==> src/rtl/rv32i_memtop.sv <==
// -----------------------------------------------------------------------------
// rv32i_memtop -- memory stage of the RV32I five-stage pipeline.
//
// Takes the EX/MEM pipeline register and performs loads and stores on a
// req/ack data bus with an abort timeout. It aligns and extends load data,
// stalls the upstream stages while a transfer is in flight, registers results
// towards wbTop, and forwards the MEM-stage writeback to idTop.
//
// Bus handshake: d_rd_req / d_wr_req rise on the edge that enters REQ and stay
// high, with d_addr / d_be / d_wdata held stable, until the cycle in which
// d_ack is sampled high (or the timeout fires). That cycle completes the
// transfer and the requests drop on the following edge. d_ack has no meaning
// while no request is high.
//
// Ports
//   clk, reset                  clock; synchronous active-low reset
//   pc_in, iw_in, alu_in        EX/MEM register: PC, instruction, ALU result/address
//   rs2_data_in                 store data
//   wb_reg_in, wb_en_in         destination register and writeback enable
//   w_en_in                     memory/io write enable (forwarded only)
//   d_addr, d_wdata, d_be       bus word address, lane-replicated data, byte enables
//   d_rd_req, d_wr_req          bus read / write requests
//   d_ack, d_rdata              bus completion and read data
//   mem_stall                   freeze IF/ID/EX and hold EX/MEM
//   bus_err                     one-cycle pulse on misaligned access or timeout
//   pc_out, iw_out, alu_out     registered pass-through to wbTop
//   mem_data_out                registered extended load data (0 for non-loads)
//   wb_reg_out, wb_en_out       registered writeback target and enable
//   df_mem_*                    combinational forwarding to idTop
//   dbg_state                   FSM state (0 = IDLE, 1 = REQ)
// -----------------------------------------------------------------------------
module rv32i_memtop #(
   parameter int          TIMEOUT_CYCLES = 255,
   parameter logic [31:0] NOP_IW         = 32'h0000_0013
) (
   input  logic        clk,
   input  logic        reset,
   input  logic [31:0] pc_in,
   input  logic [31:0] iw_in,
   input  logic [31:0] alu_in,
   input  logic [31:0] rs2_data_in,
   input  logic [4:0]  wb_reg_in,
   input  logic        wb_en_in,
   input  logic        w_en_in,
   output logic [31:0] d_addr,
   output logic [31:0] d_wdata,
   output logic [3:0]  d_be,
   output logic        d_rd_req,
   output logic        d_wr_req,
   input  logic        d_ack,
   input  logic [31:0] d_rdata,
   output logic        mem_stall,
   output logic        bus_err,
   output logic [31:0] pc_out,
   output logic [31:0] iw_out,
   output logic [31:0] alu_out,
   output logic [31:0] mem_data_out,
   output logic [4:0]  wb_reg_out,
   output logic        wb_en_out,
   output logic        df_mem_enable,
   output logic [4:0]  df_mem_reg,
   output logic [31:0] df_mem_data,
   output logic        df_w_en_mem,
   output logic        dbg_state
);

   typedef enum logic {S_IDLE = 1'b0, S_REQ = 1'b1} state_t;

   // Counter value seen during the last REQ cycle before abort.
   localparam logic [7:0] TO_LAST = 8'(TIMEOUT_CYCLES - 1);

   state_t      r_state;
   logic [7:0]  r_cnt;
   logic        r_rd_req, r_wr_req;
   logic [31:0] r_addr, r_wdata;
   logic [3:0]  r_be;
   logic [31:0] r_pc, r_iw, r_alu, r_mem_data;
   logic [4:0]  r_wb_reg;
   logic        r_wb_en, r_bus_err;

   logic [6:0]  w_opcode;
   logic [2:0]  w_f3;
   logic        w_load, w_store, w_misal, w_go;
   logic        w_in_req, w_timeout, w_done, w_capture;
   logic [7:0]  w_byte;
   logic [15:0] w_half;
   logic [31:0] w_ext, w_wdata;
   logic [3:0]  w_be;

   assign w_opcode = iw_in[6:0];
   assign w_f3     = iw_in[14:12];

   assign w_load  = (w_opcode == 7'b0000011) &&
                    (w_f3 == 3'b000 || w_f3 == 3'b001 || w_f3 == 3'b010 ||
                     w_f3 == 3'b100 || w_f3 == 3'b101);
   assign w_store = (w_opcode == 7'b0100011) &&
                    (w_f3 == 3'b000 || w_f3 == 3'b001 || w_f3 == 3'b010);

   // f3[1:0] encodes access size for both loads and stores (00 B, 01 H, 10 W).
   assign w_misal = (w_load || w_store) &&
                    ((w_f3[1:0] == 2'b01 && alu_in[0]) ||
                     (w_f3[1:0] == 2'b10 && alu_in[1:0] != 2'b00));
   assign w_go    = (w_load || w_store) && !w_misal;

   assign w_in_req  = (r_state == S_REQ);
   // Ack wins over a coincident timeout.
   assign w_timeout = w_in_req && !d_ack && (r_cnt == TO_LAST);
   assign w_done    = w_in_req && (d_ack || w_timeout);
   assign w_capture = (!w_in_req && !w_go) || w_done;

   // Load alignment and extension from the addressed lane.
   always_comb begin
      w_byte = d_rdata[7:0];
      case (alu_in[1:0])
         2'b01:   w_byte = d_rdata[15:8];
         2'b10:   w_byte = d_rdata[23:16];
         2'b11:   w_byte = d_rdata[31:24];
         default: w_byte = d_rdata[7:0];
      endcase
      w_half = alu_in[1] ? d_rdata[31:16] : d_rdata[15:0];
      case (w_f3)
         3'b000:  w_ext = {{24{w_byte[7]}}, w_byte};
         3'b001:  w_ext = {{16{w_half[15]}}, w_half};
         3'b100:  w_ext = {24'h0, w_byte};
         3'b101:  w_ext = {16'h0, w_half};
         default: w_ext = d_rdata;
      endcase
   end

   // Store lanes: data is replicated so the byte enables alone pick the lane.
   always_comb begin
      w_be    = 4'b1111;
      w_wdata = rs2_data_in;
      if (w_store) begin
         case (w_f3[1:0])
            2'b00: begin
               w_be    = 4'b0001 << alu_in[1:0];
               w_wdata = {4{rs2_data_in[7:0]}};
            end
            2'b01: begin
               w_be    = 4'b0011 << alu_in[1:0];
               w_wdata = {2{rs2_data_in[15:0]}};
            end
            default: begin
               w_be    = 4'b1111;
               w_wdata = rs2_data_in;
            end
         endcase
      end
   end

   always_ff @(posedge clk) begin
      if (!reset) begin
         r_state    <= S_IDLE;
         r_cnt      <= 8'd0;
         r_rd_req   <= 1'b0;
         r_wr_req   <= 1'b0;
         r_addr     <= 32'h0;
         r_wdata    <= 32'h0;
         r_be       <= 4'h0;
         r_pc       <= 32'h0;
         r_iw       <= 32'h0;
         r_alu      <= 32'h0;
         r_mem_data <= 32'h0;
         r_wb_reg   <= 5'd0;
         r_wb_en    <= 1'b0;
         r_bus_err  <= 1'b0;
      end else begin
         if (w_capture) begin
            r_pc       <= pc_in;
            r_iw       <= iw_in;
            r_alu      <= alu_in;
            r_wb_reg   <= wb_reg_in;
            // Misaligned or aborted accesses retire without writeback.
            r_wb_en    <= wb_en_in && !(w_misal && !w_in_req) && !w_timeout;
            r_mem_data <= (w_in_req && d_ack && w_load) ? w_ext : 32'h0;
            r_bus_err  <= (w_misal && !w_in_req) || w_timeout;
         end else begin
            // Bubble towards wbTop while the transfer is outstanding.
            r_iw       <= NOP_IW;
            r_wb_en    <= 1'b0;
            r_mem_data <= 32'h0;
            r_bus_err  <= 1'b0;
         end

         if (r_state == S_IDLE) begin
            if (w_go) begin
               r_state  <= S_REQ;
               r_cnt    <= 8'd0;
               r_rd_req <= w_load;
               r_wr_req <= w_store;
               r_addr   <= {alu_in[31:2], 2'b00};
               r_be     <= w_be;
               r_wdata  <= w_wdata;
            end
         end else begin
            if (w_done) begin
               r_state  <= S_IDLE;
               r_cnt    <= 8'd0;
               r_rd_req <= 1'b0;
               r_wr_req <= 1'b0;
            end else begin
               r_cnt <= r_cnt + 8'd1;
            end
         end
      end
   end

   assign mem_stall = (!w_in_req && w_go) || (w_in_req && !w_done);

   assign d_addr   = r_addr;
   assign d_wdata  = r_wdata;
   assign d_be     = r_be;
   assign d_rd_req = r_rd_req;
   assign d_wr_req = r_wr_req;

   assign pc_out       = r_pc;
   assign iw_out       = r_iw;
   assign alu_out      = r_alu;
   assign mem_data_out = r_mem_data;
   assign wb_reg_out   = r_wb_reg;
   assign wb_en_out    = r_wb_en;
   assign bus_err      = r_bus_err;
   assign dbg_state    = r_state;

   // A load's value is only known in the cycle its ack arrives.
   assign df_mem_enable = wb_en_in && !(w_load && !(w_in_req && d_ack));
   assign df_mem_reg    = wb_reg_in;
   assign df_mem_data   = w_load ? w_ext : alu_in;
   assign df_w_en_mem   = w_en_in;

endmodule

==> config.mk <==
export PLATFORM = sky130hd
export DESIGN_NAME = rv32i_memtop
export DESIGN_NICKNAME = d
export VERILOG_FILES = /design/src/rtl/rv32i_memtop.sv
export SDC_FILE = /design/constraint.sdc
export NUM_CORES = 1
export LEC_CHECK = 0
export BUFFER_PORTS_ARGS = -buffer_cell sky130_fd_sc_hd__buf_2
export CAP_MARGIN = 40
export CORE_AREA = 2 2 162 164
export DETAILED_ROUTE_END_ITERATION = 8
export DIE_AREA = 0 0 164 166
export PLACE_DENSITY = 0.71
export SETUP_SLACK_MARGIN = 0.1
export SYNTH_ARGS = -nofsm -noshare
export SYNTH_HDL_FRONTEND = slang
export SYNTH_SLANG_ARGS = --single-unit
==> constraint.sdc <==
create_clock -name clk -period 3.9 [get_ports clk]
set_clock_uncertainty 0.15 [all_clocks]
set_input_delay 0.975 -clock clk [delete_from_list [all_inputs] [get_ports clk]]
set_output_delay 0.975 -clock clk [all_outputs]
set_load 0.03 [all_outputs]
==> flow_summary.json, run 1 <==
{
  "synth_cells": 1016,
  "r2r_end": "iw_out[3]",
  "grt_usage_pct": 21.5,
  "reg2reg_depth": 6,
  "grt_pass1_wl_um": 45800,
  "slew_violations": 0,
  "synth_ff_type": "dfxtp_1",
  "layout_min_cycle_time_ns": 3.71,
  "clockPowerShare_pct": 42.0,
  "cp_slowest_cell": "mux2_2",
  "grt_max_degree": 122,
  "p_int_mw": 3.68,
  "cp.required_ns": 2.77,
  "endpoint_kind": "output port",
  "clkTransAtPathRegs_ns": 0.06,
  "hold_viol": 0,
  "synthToLayoutAreaGrowth_pct": 36.3,
  "hold_end": "pc_out[22]",
  "routed_wl_um": 31500,
  "p_switching_mw": 1.30,
  "synth_edf_count": 0,
  "htree_levels": 1,
  "overflow": 0,
  "worstPathCellList": "buf_2, nand4bb_1, nand2b_4, a211oi_4, buf_4, buf_12, mux2_2, buf_2",
  "p_per_area_nw_per_um2": 427,
  "drc": 0,
  "synth_common_cells": "212 x dfxtp_1, 206 x nand2_1, 144 x nand3_1",
  "cp_slowest_stage_delay_ns": 0.33,
  "yosys_warnings": 0,
  "yosysMostFrequentCell": "dfxtp_1",
  "via_per_inst": 5.04,
  "cts_root_buffer": "clkbuf_16",
  "portBuffers": 411,
  "drtAntennaViolNets": 0,
  "dieHeight_um": 166,
  "netlist_top_cells_area": "dfxtp_1 50%, nand2_1 9.0%, nand3_1 8.4%",
  "worstSetupPathDepth": 8,
  "design_area_sq_um": 11600,
  "num_vias": 8763,
  "dr.pass1.iters": 5,
  "worstSetupStartpointType": "primary input",
  "tns_ns": 0,
  "synth_top_area_cell": "dfxtp_1",
  "reg2reg_slack_ns": 1.00,
  "synth-seq-cells": 212,
  "hold_path_depth": 2,
  "grt_pass1_vias": 8039,
  "outcome": "finished clean",
  "critPathBufInv": 4,
  "irDropWorstVdd_uv": 344,
  "cts_tree": "built",
  "holdCritStartpoint": "pc_out[22]",
  "dieArea_sq_um": 27200,
  "period_share_pct": 95.1,
  "synth_cell_types": 57,
  "wl_per_cell_um": 18.1,
  "p_seq_share_pct": 45.3,
  "r2r-start": "r_cnt[3]",
  "placed_cells": 1693,
  "syn_area_per_cell_sq_um": 8.41,
  "place.gp.congestion": 0.970,
  "rows": 59,
  "post-dp-hpwl_um": 23100,
  "drive_gt1_share_pct": 36.5,
  "drt_iter0_drc": 702,
  "cts_sinks": 212,
  "cts_buffers": 24,
  "antenna_found_initial": 6,
  "swShare_pct": 26.0,
  "async_reset_ff_share_pct": 0,
  "clock_latency_ns": 0.50,
  "synth_area_sq_um": 8550,
  "fin_nets": 1560,
  "pwr-share-comb_pct": 12.8,
  "cts_buffer_depth": 3,
  "fmax_mhz": 270,
  "critical_path_class": "in2out",
  "cp_common_cell": "buf_2",
  "power_leakage_nw": 5.73,
  "rsz0062_at_grt": "true",
  "crit_family": "buffers and inverters",
  "placed_area_sq_um": 10800,
  "yosysTopAreaCellShare_pct": 49.7,
  "core_area_sq_um": 25600,
  "crit_fanout": 7,
  "io_pins": 416,
  "die_x_um": 164,
  "setup_viol": 0,
  "seq_area_frac_synth_pct": 49.7,
  "instances_no_fill": 1738,
  "start_util_pct": 33.4,
  "cap_violations": 0,
  "relSlewSlack_pct": 41.4,
  "final_core_util_pct": 45.5,
  "worst_slew_pin_slew_ns": 0.879,
  "holdCritPathClass": "reg2reg",
  "arrival_ns": 2.58
}
power by group through the flow:
stage	clock, mW	sequential [mW]	combinational (mW)
6_report	2.09	2.25	0.635
5_1_grt	2.24	2.26	0.678
4_1_cts	2.14	2.25	0.632
3_5_place_dp	0	2.30	0.628
3_3_place_gp	0	2.30	0.620
2_1_floorplan	0	2.42	0.243
logic make-up after synthesis:
logic type,share of synthesized area [%]
muxes,3.18
adders and majority gates,0.293
xor gates and xnor gates,0.103
buffers and inverters,6.47
other,0.0439
DFF,49.7
AOI/OAI and AO/OA,15.4
and+or+nand+nor,24.9
cell usage in the layout (no fill, tap or decap), types with 9 or more instances in the layout:
cell	count
dfxtp_1	212
a21boi_0	39
buf_4	26
a31oi_1	26
nor2_1	53
mux2_2	17
and3_1	30
nand2_1	206
nand3_1	144
buf_2	408
clkbuf_16	26
and2_1	9
o21ai_0	40
a21oi_1	45
how the worst max path moves through the flow:
stage / endpoint / slack [ns] / from
after floorplan: df_mem_data[10] / 0.11 / alu_in[1]
after global placement: df_mem_data[13] / 0.1 / iw_in[2]
after detailed placement: df_mem_data[31] / 0.06 / iw_in[2]
after CTS: df_mem_data[0] / 0.14 / alu_in[1]
after global routing: df_mem_data[8] / 0.08 / alu_in[1]
final: df_mem_data[0] / 0.19 / iw_in[2]
through the flow:
| stage | setup slack, ns | hold WS [ns] | power [mW] |
|---|---|---|---|
| 2_1_floorplan | 0.115 | 0.325 | 2.66 |
| 3_3_place_gp | 0.0976 | 0.282 | 2.92 |
| 3_5_place_dp | 0.0552 | 0.287 | 2.93 |
| 4_1_cts | 0.144 | 0.295 | 5.02 |
| 5_1_grt | 0.0828 | 0.310 | 5.18 |
| 6_report | 0.192 | 0.292 | 4.97 |
tightest hold or removal path, cell delays in order, from the launching register on:
cell and delay (ns):
dfxtp_1 0.30, nand3_1 0.06, nand2_1 0.04
what timing repair did:
item	4_1_cts	5_1_grt
resized for setup	3	8
hold buffers	0	0
pin swaps	1	1
setup buffers	0	3
endpoints found under the hold margin	0	0
gates cloned	0	1
setup endpoints to repair	20	15
routing by layer:
metal  part of all wire [%]  vias up  track usage [%]  wire, um
met5                  0.086        -                0        27
met4                    2.9        4             7.89       905
met3                    9.1       66             5.89      2870
met2                     48      417             36.6     15000
met1                     40     4041             25.9     12700
li1                       -     4235                -         -
cell type report:
type / instances / area [sq um]
Inverter: 4 / 15.0
Sequential cell: 212 / 4240
Tap cell: 335 / 419
Timing Repair Buffer: 444 / 2420
Fill cell: 2496 / 14000
Multi-Input combinational cell: 702 / 3820
Clock inverter: 1 / 5.00
Clock buffer: 37 / 711
Antenna cell: 3 / 7.51
flip-flops by register name, indices dropped and copies added, names as in the netlist, 4 cells and up:
name	count
d_wdata	32
wb_reg_out	5
iw_out	32
mem_data_out	32
pc_out	32
r_cnt	8
d_be	4
alu_out	32
d_addr	30
Note: power is estimated with default switching activity, not from simulation.
==> run 2: changes to the inputs <==
--- a/config.mk
+++ b/config.mk
@@ -7,10 +7,10 @@
 export LEC_CHECK = 0
 export BUFFER_PORTS_ARGS = -buffer_cell sky130_fd_sc_hd__buf_2
 export CAP_MARGIN = 40
-export CORE_AREA = 2 2 162 164
+export CORE_AREA = 2 2 160 162
 export DETAILED_ROUTE_END_ITERATION = 8
-export DIE_AREA = 0 0 164 166
-export PLACE_DENSITY = 0.71
+export DIE_AREA = 0 0 162 164
+export PLACE_DENSITY = 0.73
 export SETUP_SLACK_MARGIN = 0.1
 export SYNTH_ARGS = -nofsm -noshare
 export SYNTH_HDL_FRONTEND = slang
==> constraint.sdc (replaced) <==
create_clock -name clk -period 4.7 [get_ports clk]
set_clock_uncertainty 0.15 [all_clocks]
set_input_delay 1.175 -clock clk [delete_from_list [all_inputs] [get_ports clk]]
set_output_delay 1.175 -clock clk [all_outputs]
set_load 0.03 [all_outputs]
==> run 2 against run 1 <==
Final area decreased by 2.0%. Sequential share of layout area up 0.75 points. Register-to-register slack better by 0.92 ns. Utilization increased by 0.51 points. Largest cell class unchanged.
==> flow_summary.json, run 2 (same netlist as run 1, synthesis figures left out) <==
{
  "worstSetupStartpointType": "primary input",
  "r2r-start": "r_cnt[0]",
  "cp_common_cell": "buf_2",
  "synthToLayoutAreaGrowth_pct": 33.6,
  "worstPathCellList": "buf_2, nand4bb_1, nand2b_1, a211o_1, o31ai_1, buf_2",
  "num_vias": 8833,
  "grt_usage_pct": 22.4,
  "power_leakage_nw": 5.63,
  "clock_latency_ns": 0.50,
  "fin_nets": 1545,
  "clkTransAtPathRegs_ns": 0.05,
  "holdCritPathClass": "reg2reg",
  "endpoint_kind": "output port",
  "place.gp.congestion": 0.937,
  "cts_sinks": 212,
  "hold_viol": 0,
  "htree_levels": 1,
  "routed_wl_um": 31800,
  "start_util_pct": 34.4,
  "cts_buffers": 23,
  "drt_iter0_drc": 727,
  "final_common_cell": "buf_2",
  "setup_viol": 0,
  "die_x_um": 162,
  "portBuffers": 411,
  "outcome": "finished clean",
  "fill_cells": 2469,
  "reg2reg_depth": 9,
  "dieHeight_um": 164,
  "startpoint": "iw_in[2]",
  "ctsResizeCount": 0,
  "layout_min_cycle_time_ns": 4.45,
  "layout_common_cells": "410 x buf_2, 212 x dfxtp_1, 206 x nand2_1",
  "io_pins": 416,
  "worst_hold_slack_ns": 0.295,
  "critical_path_class": "in2out",
  "drc": 0,
  "cp_slowest_cell": "a211o_1",
  "period_share_pct": 94.7,
  "crit_fanout": 20,
  "reg2reg_slack_ns": 1.92,
  "fmax_mhz": 225,
  "arrival_ns": 3.13,
  "grt_max_degree": 102,
  "dr.pass1.iters": 7,
  "dieArea_sq_um": 26600,
  "post-dp-hpwl_um": 23500,
  "grt_pass1_wl_um": 46500,
  "irDropWorstVdd_uv": 198,
  "grt_pass1_vias": 8075,
  "hold_end": "alu_out[29]",
  "slew_violations": 0,
  "hold_path_depth": 2,
  "r2r_end": "pc_out[4]",
  "via_per_inst": 5.14,
  "tns_ns": 0,
  "cts_tree": "built",
  "rows": 58,
  "p_per_area_nw_per_um2": 362,
  "holdCritStartpoint": "alu_out[29]",
  "overflow": 0,
  "rsz0062_at_grt": "false",
  "drtAntennaViolNets": 0,
  "cp_slowest_stage_delay_ns": 0.56,
  "cts_buffer_depth": 3,
  "antenna_found_initial": 1,
  "wl_per_cell_um": 18.5,
  "worst_slew_pin_slew_ns": 0.810,
  "relSlewSlack_pct": 45.8,
  "drive_gt1_share_pct": 35.6,
  "cts_root_buffer": "clkbuf_16",
  "cts_hold_buffers": 0,
  "cap_violations": 0,
  "post_cts_buffers": 0,
  "cp.required_ns": 3.38,
  "core_area_sq_um": 24800
}
==> run 2: cell types whose count changed in the layout (fill, tap and decap cells not counted), moves of 3 or more <==
cell,delta
clkbuf_16,-3
buf_4,-10
clkbuf_1,-3
buf_12,-4
==> run 2: per-layer routing <==
| metal | vias up | routed length, um | global-route usage [%] |
|---|---|---|---|
| li1 | 4198 | - | - |
| met1 | 4131 | 12900 | 27.5 |
| met2 | 437 | 15100 | 38.7 |
| met3 | 65 | 2890 | 5.68 |
| met4 | 2 | 867 | 6.60 |
| met5 | - | 13 | 0 |
==> run 2: area by class of cell <==
type,instances,area [sq um],share of cell area (%)
clock inverter,6,62.6,0.548
timing repair buffer,430,2240,19.6
multi-input combinational,702,3790,33.2
clock buffer,32,649,5.69
tap,330,413,3.62
antenna,1,2.50,0.0219
sequential,212,4240,37.2
inverter,4,15.0,0.132
==> run 2: critical path: cells and delay by family <==
family | cells | cell delay, ns
AO/OA/AOI/OAI | 2 | 0.93
AND/OR/NAND/NOR | 2 | 0.65
buffers and inverters | 2 | 0.36
==> run 2: how the worst max path moves through the flow <==
stage	to	slack [ns]	depth (start not counted)
after detailed placement	df_mem_data[7]	0.28	6
after CTS	df_mem_data[7]	0.26	6
after global routing	df_mem_data[7]	0.13	6
after floorplan	df_mem_data[15]	0.47	6
after global placement	df_mem_data[12]	0.36	7
final	df_mem_data[7]	0.25	6
==> run 2: metrics by stage <==
stage / worst slack, ns / power (mW) / instances / util [%] / instance area (sq um)
after global routing: 0.128 / 4.27 / 1716 / 46.0 / 11400
after detailed placement: 0.279 / 2.42 / 1678 / 43.1 / 10700
final: 0.247 / 4.13 / 1717 / 46.0 / 11400
after global placement: 0.357 / 2.41 / 1675 / 42.9 / 10600
after CTS: 0.256 / 4.17 / 1716 / 46.0 / 11400
after floorplan: 0.474 / 2.21 / 1017 / - / 8550
==> run 2: power breakdown <==
group / internal [mW] / switching [mW] / total [mW]
clock network: 1.01 / 0.730 / 1.74
logic: 0.170 / 0.349 / 0.519
registers: 1.85 / 0.0202 / 1.87
==> run 3: changes to the inputs <==
--- a/config.mk
+++ b/config.mk
@@ -7,10 +7,13 @@
 export LEC_CHECK = 0
 export BUFFER_PORTS_ARGS = -buffer_cell sky130_fd_sc_hd__buf_2
 export CAP_MARGIN = 40
-export CORE_AREA = 2 2 160 162
+export CELL_PAD_IN_SITES_DETAIL_PLACEMENT = 1
+export CELL_PAD_IN_SITES_GLOBAL_PLACEMENT = 1
+export CORE_ASPECT_RATIO = 0.9
+export CORE_MARGIN = 1.5
+export CORE_UTILIZATION = 35
 export DETAILED_ROUTE_END_ITERATION = 8
-export DIE_AREA = 0 0 162 164
-export PLACE_DENSITY = 0.73
+export PLACE_DENSITY = 0.95
 export SETUP_SLACK_MARGIN = 0.1
 export SYNTH_ARGS = -nofsm -noshare
 export SYNTH_HDL_FRONTEND = slang
==> run 3 against run 2 <==
Via count increased by 3.1%. Highest routed layer unchanged. Non-clock buffer count is the same. Critical path depth did not move.
==> flow_summary.json, run 3 (same netlist as run 1, synthesis figures left out) <==
{
  "power_mw": 4.47,
  "relSlewSlack_pct": 41.6,
  "place.gp.congestion": 0.952,
  "routed_wl_um": 35500,
  "drtAntennaViolNets": 0,
  "wl_per_cell_um": 20.9,
  "cts_hold_buffers": 0,
  "cp_slowest_stage_delay_ns": 0.50,
  "io_pins": 416,
  "cap_violations": 0,
  "num_vias": 9106,
  "cp_slowest_cell": "o31ai_1",
  "drc": 0,
  "p_per_area_nw_per_um2": 385,
  "post-dp-hpwl_um": 25700,
  "slew_violations": 0,
  "endpoint_kind": "output port",
  "cp.required_ns": 3.38,
  "critPathBufInv": 2,
  "clkTransAtPathRegs_ns": 0.06,
  "worstPathCellList": "buf_2, nand4bb_1, nand2b_1, a211o_1, o31ai_1, buf_2",
  "power_leakage_nw": 5.72,
  "cts_root_buffer": "clkbuf_16",
  "arrival_ns": 3.11,
  "dieArea_sq_um": 25400,
  "rsz0062_at_grt": "false",
  "grt_max_degree": 101,
  "overflow": 0,
  "critical_path_class": "in2out",
  "grt_pass1_wl_um": 52300,
  "layout_min_cycle_time_ns": 4.44,
  "fin_nets": 1546,
  "synthToLayoutAreaGrowth_pct": 35.8,
  "cts_buffers": 24,
  "crit_family": "compound AO/OA/AOI/OAI gates",
  "tns_ns": 0,
  "htree_levels": 1,
  "multi_input_area_sq_um": 3790,
  "cp_common_cell": "buf_2",
  "setup_viol": 0,
  "cts_buffer_depth": 3,
  "core_area_sq_um": 24100,
  "antenna_found_initial": 4,
  "drt_iter0_drc": 527,
  "via_per_inst": 5.36,
  "outcome": "finished clean",
  "cts_tree": "built",
  "start_util_pct": 35.4,
  "worstSetupStartpointType": "primary input",
  "irDropWorstVdd_uv": 214,
  "hold_viol": 0,
  "grt_usage_pct": 26.7,
  "die_x_um": 168,
  "rows": 54,
  "dr.pass1.iters": 5,
  "grt_pass1_vias": 9040,
  "layout_common_cells": "410 x buf_2, 212 x dfxtp_1, 206 x nand2_1",
  "fill_cells": 2955,
  "dieHeight_um": 151,
  "worst_slew_pin_slew_ns": 0.877,
  "fmax_mhz": 225,
  "drive_gt1_share_pct": 36.0,
  "period_share_pct": 94.4,
  "crit_fanout": 9,
  "holdCritPathClass": "reg2reg",
  "final_common_cell": "buf_2",
  "clock_latency_ns": 0.52,
  "portBuffers": 411,
  "cts_sinks": 212,
  "regArea_sq_um": 4240
}
## run 3: changes by cell type in the layout (fill, tap and decap cells not counted)
cell / change
buf_12: +2
buf_16: +1
buf_4: -2
buf_6: -1
bufinv_16: +4
clkbuf_1: -3
clkbuf_16: +1
clkbuf_8: +2
clkinv_2: -2
clkinv_4: -1
clkinv_8: +1
diode_2: +2
nor4_2: -1
nor4_4: +1
## run 3: worst min-delay path, stage by stage (launching register included)
cell     delay, ns
dfxtp_1       0.30
nand3_1       0.06
nand2_1       0.04
## run 3: routing by layer
layer  GRT usage, %  wire [um]
met1           29.9      13600
met2           47.2      17400
met3           7.47       3000
met4           12.5       1500
met5              0         12
## run 3: path summary, 6_finish.rpt
check               from  slack, ns  cells after the start        endpoint
max             iw_in[2]       0.26                      6  df_mem_data[7]
min          alu_out[11]       0.30                      2     alu_out[11]
max reg2reg     r_cnt[3]       1.72                      7      pc_out[24]
min reg2reg  alu_out[11]       0.30                      2     alu_out[11]
## run 3: cell type report
cell class	instances	share of cell area, %
Clock buffer	32	5.95
Inverter	4	0.129
Sequential cell	212	36.6
Tap cell	308	3.32
Timing Repair Buffer	430	19.7
Antenna cell	3	0.0647
Clock inverter	8	1.55
Multi-Input combinational cell	702	32.7
## run 3: repair_timing
action / CTS / global route
gates resized for setup: 0 / 1
endpoints found under the setup margin: 0 / 1
buffers inserted: 0 / 0
## run 3: power breakdown
group	internal, mW	switching [mW]
clock network	1.30	0.772
logic	0.171	0.359
registers	1.85	0.0216
## run 3: per-stage QoR
| step | cell area, sq um | util (%) | worst slack, ns | hold slack [ns] | cells |
|---|---|---|---|---|---|
| after global routing | 11600 | 48.1 | 0.127 | 0.310 | 1699 |
| after floorplan | 8550 | - | 0.474 | 0.325 | 1017 |
| after detailed placement | 10700 | 44.4 | 0.310 | 0.289 | 1656 |
| after CTS | 11600 | 48.0 | 0.279 | 0.297 | 1696 |
| final | 11600 | 48.1 | 0.262 | 0.295 | 1699 |
| after global placement | 10600 | 44.1 | 0.312 | 0.283 | 1653 |
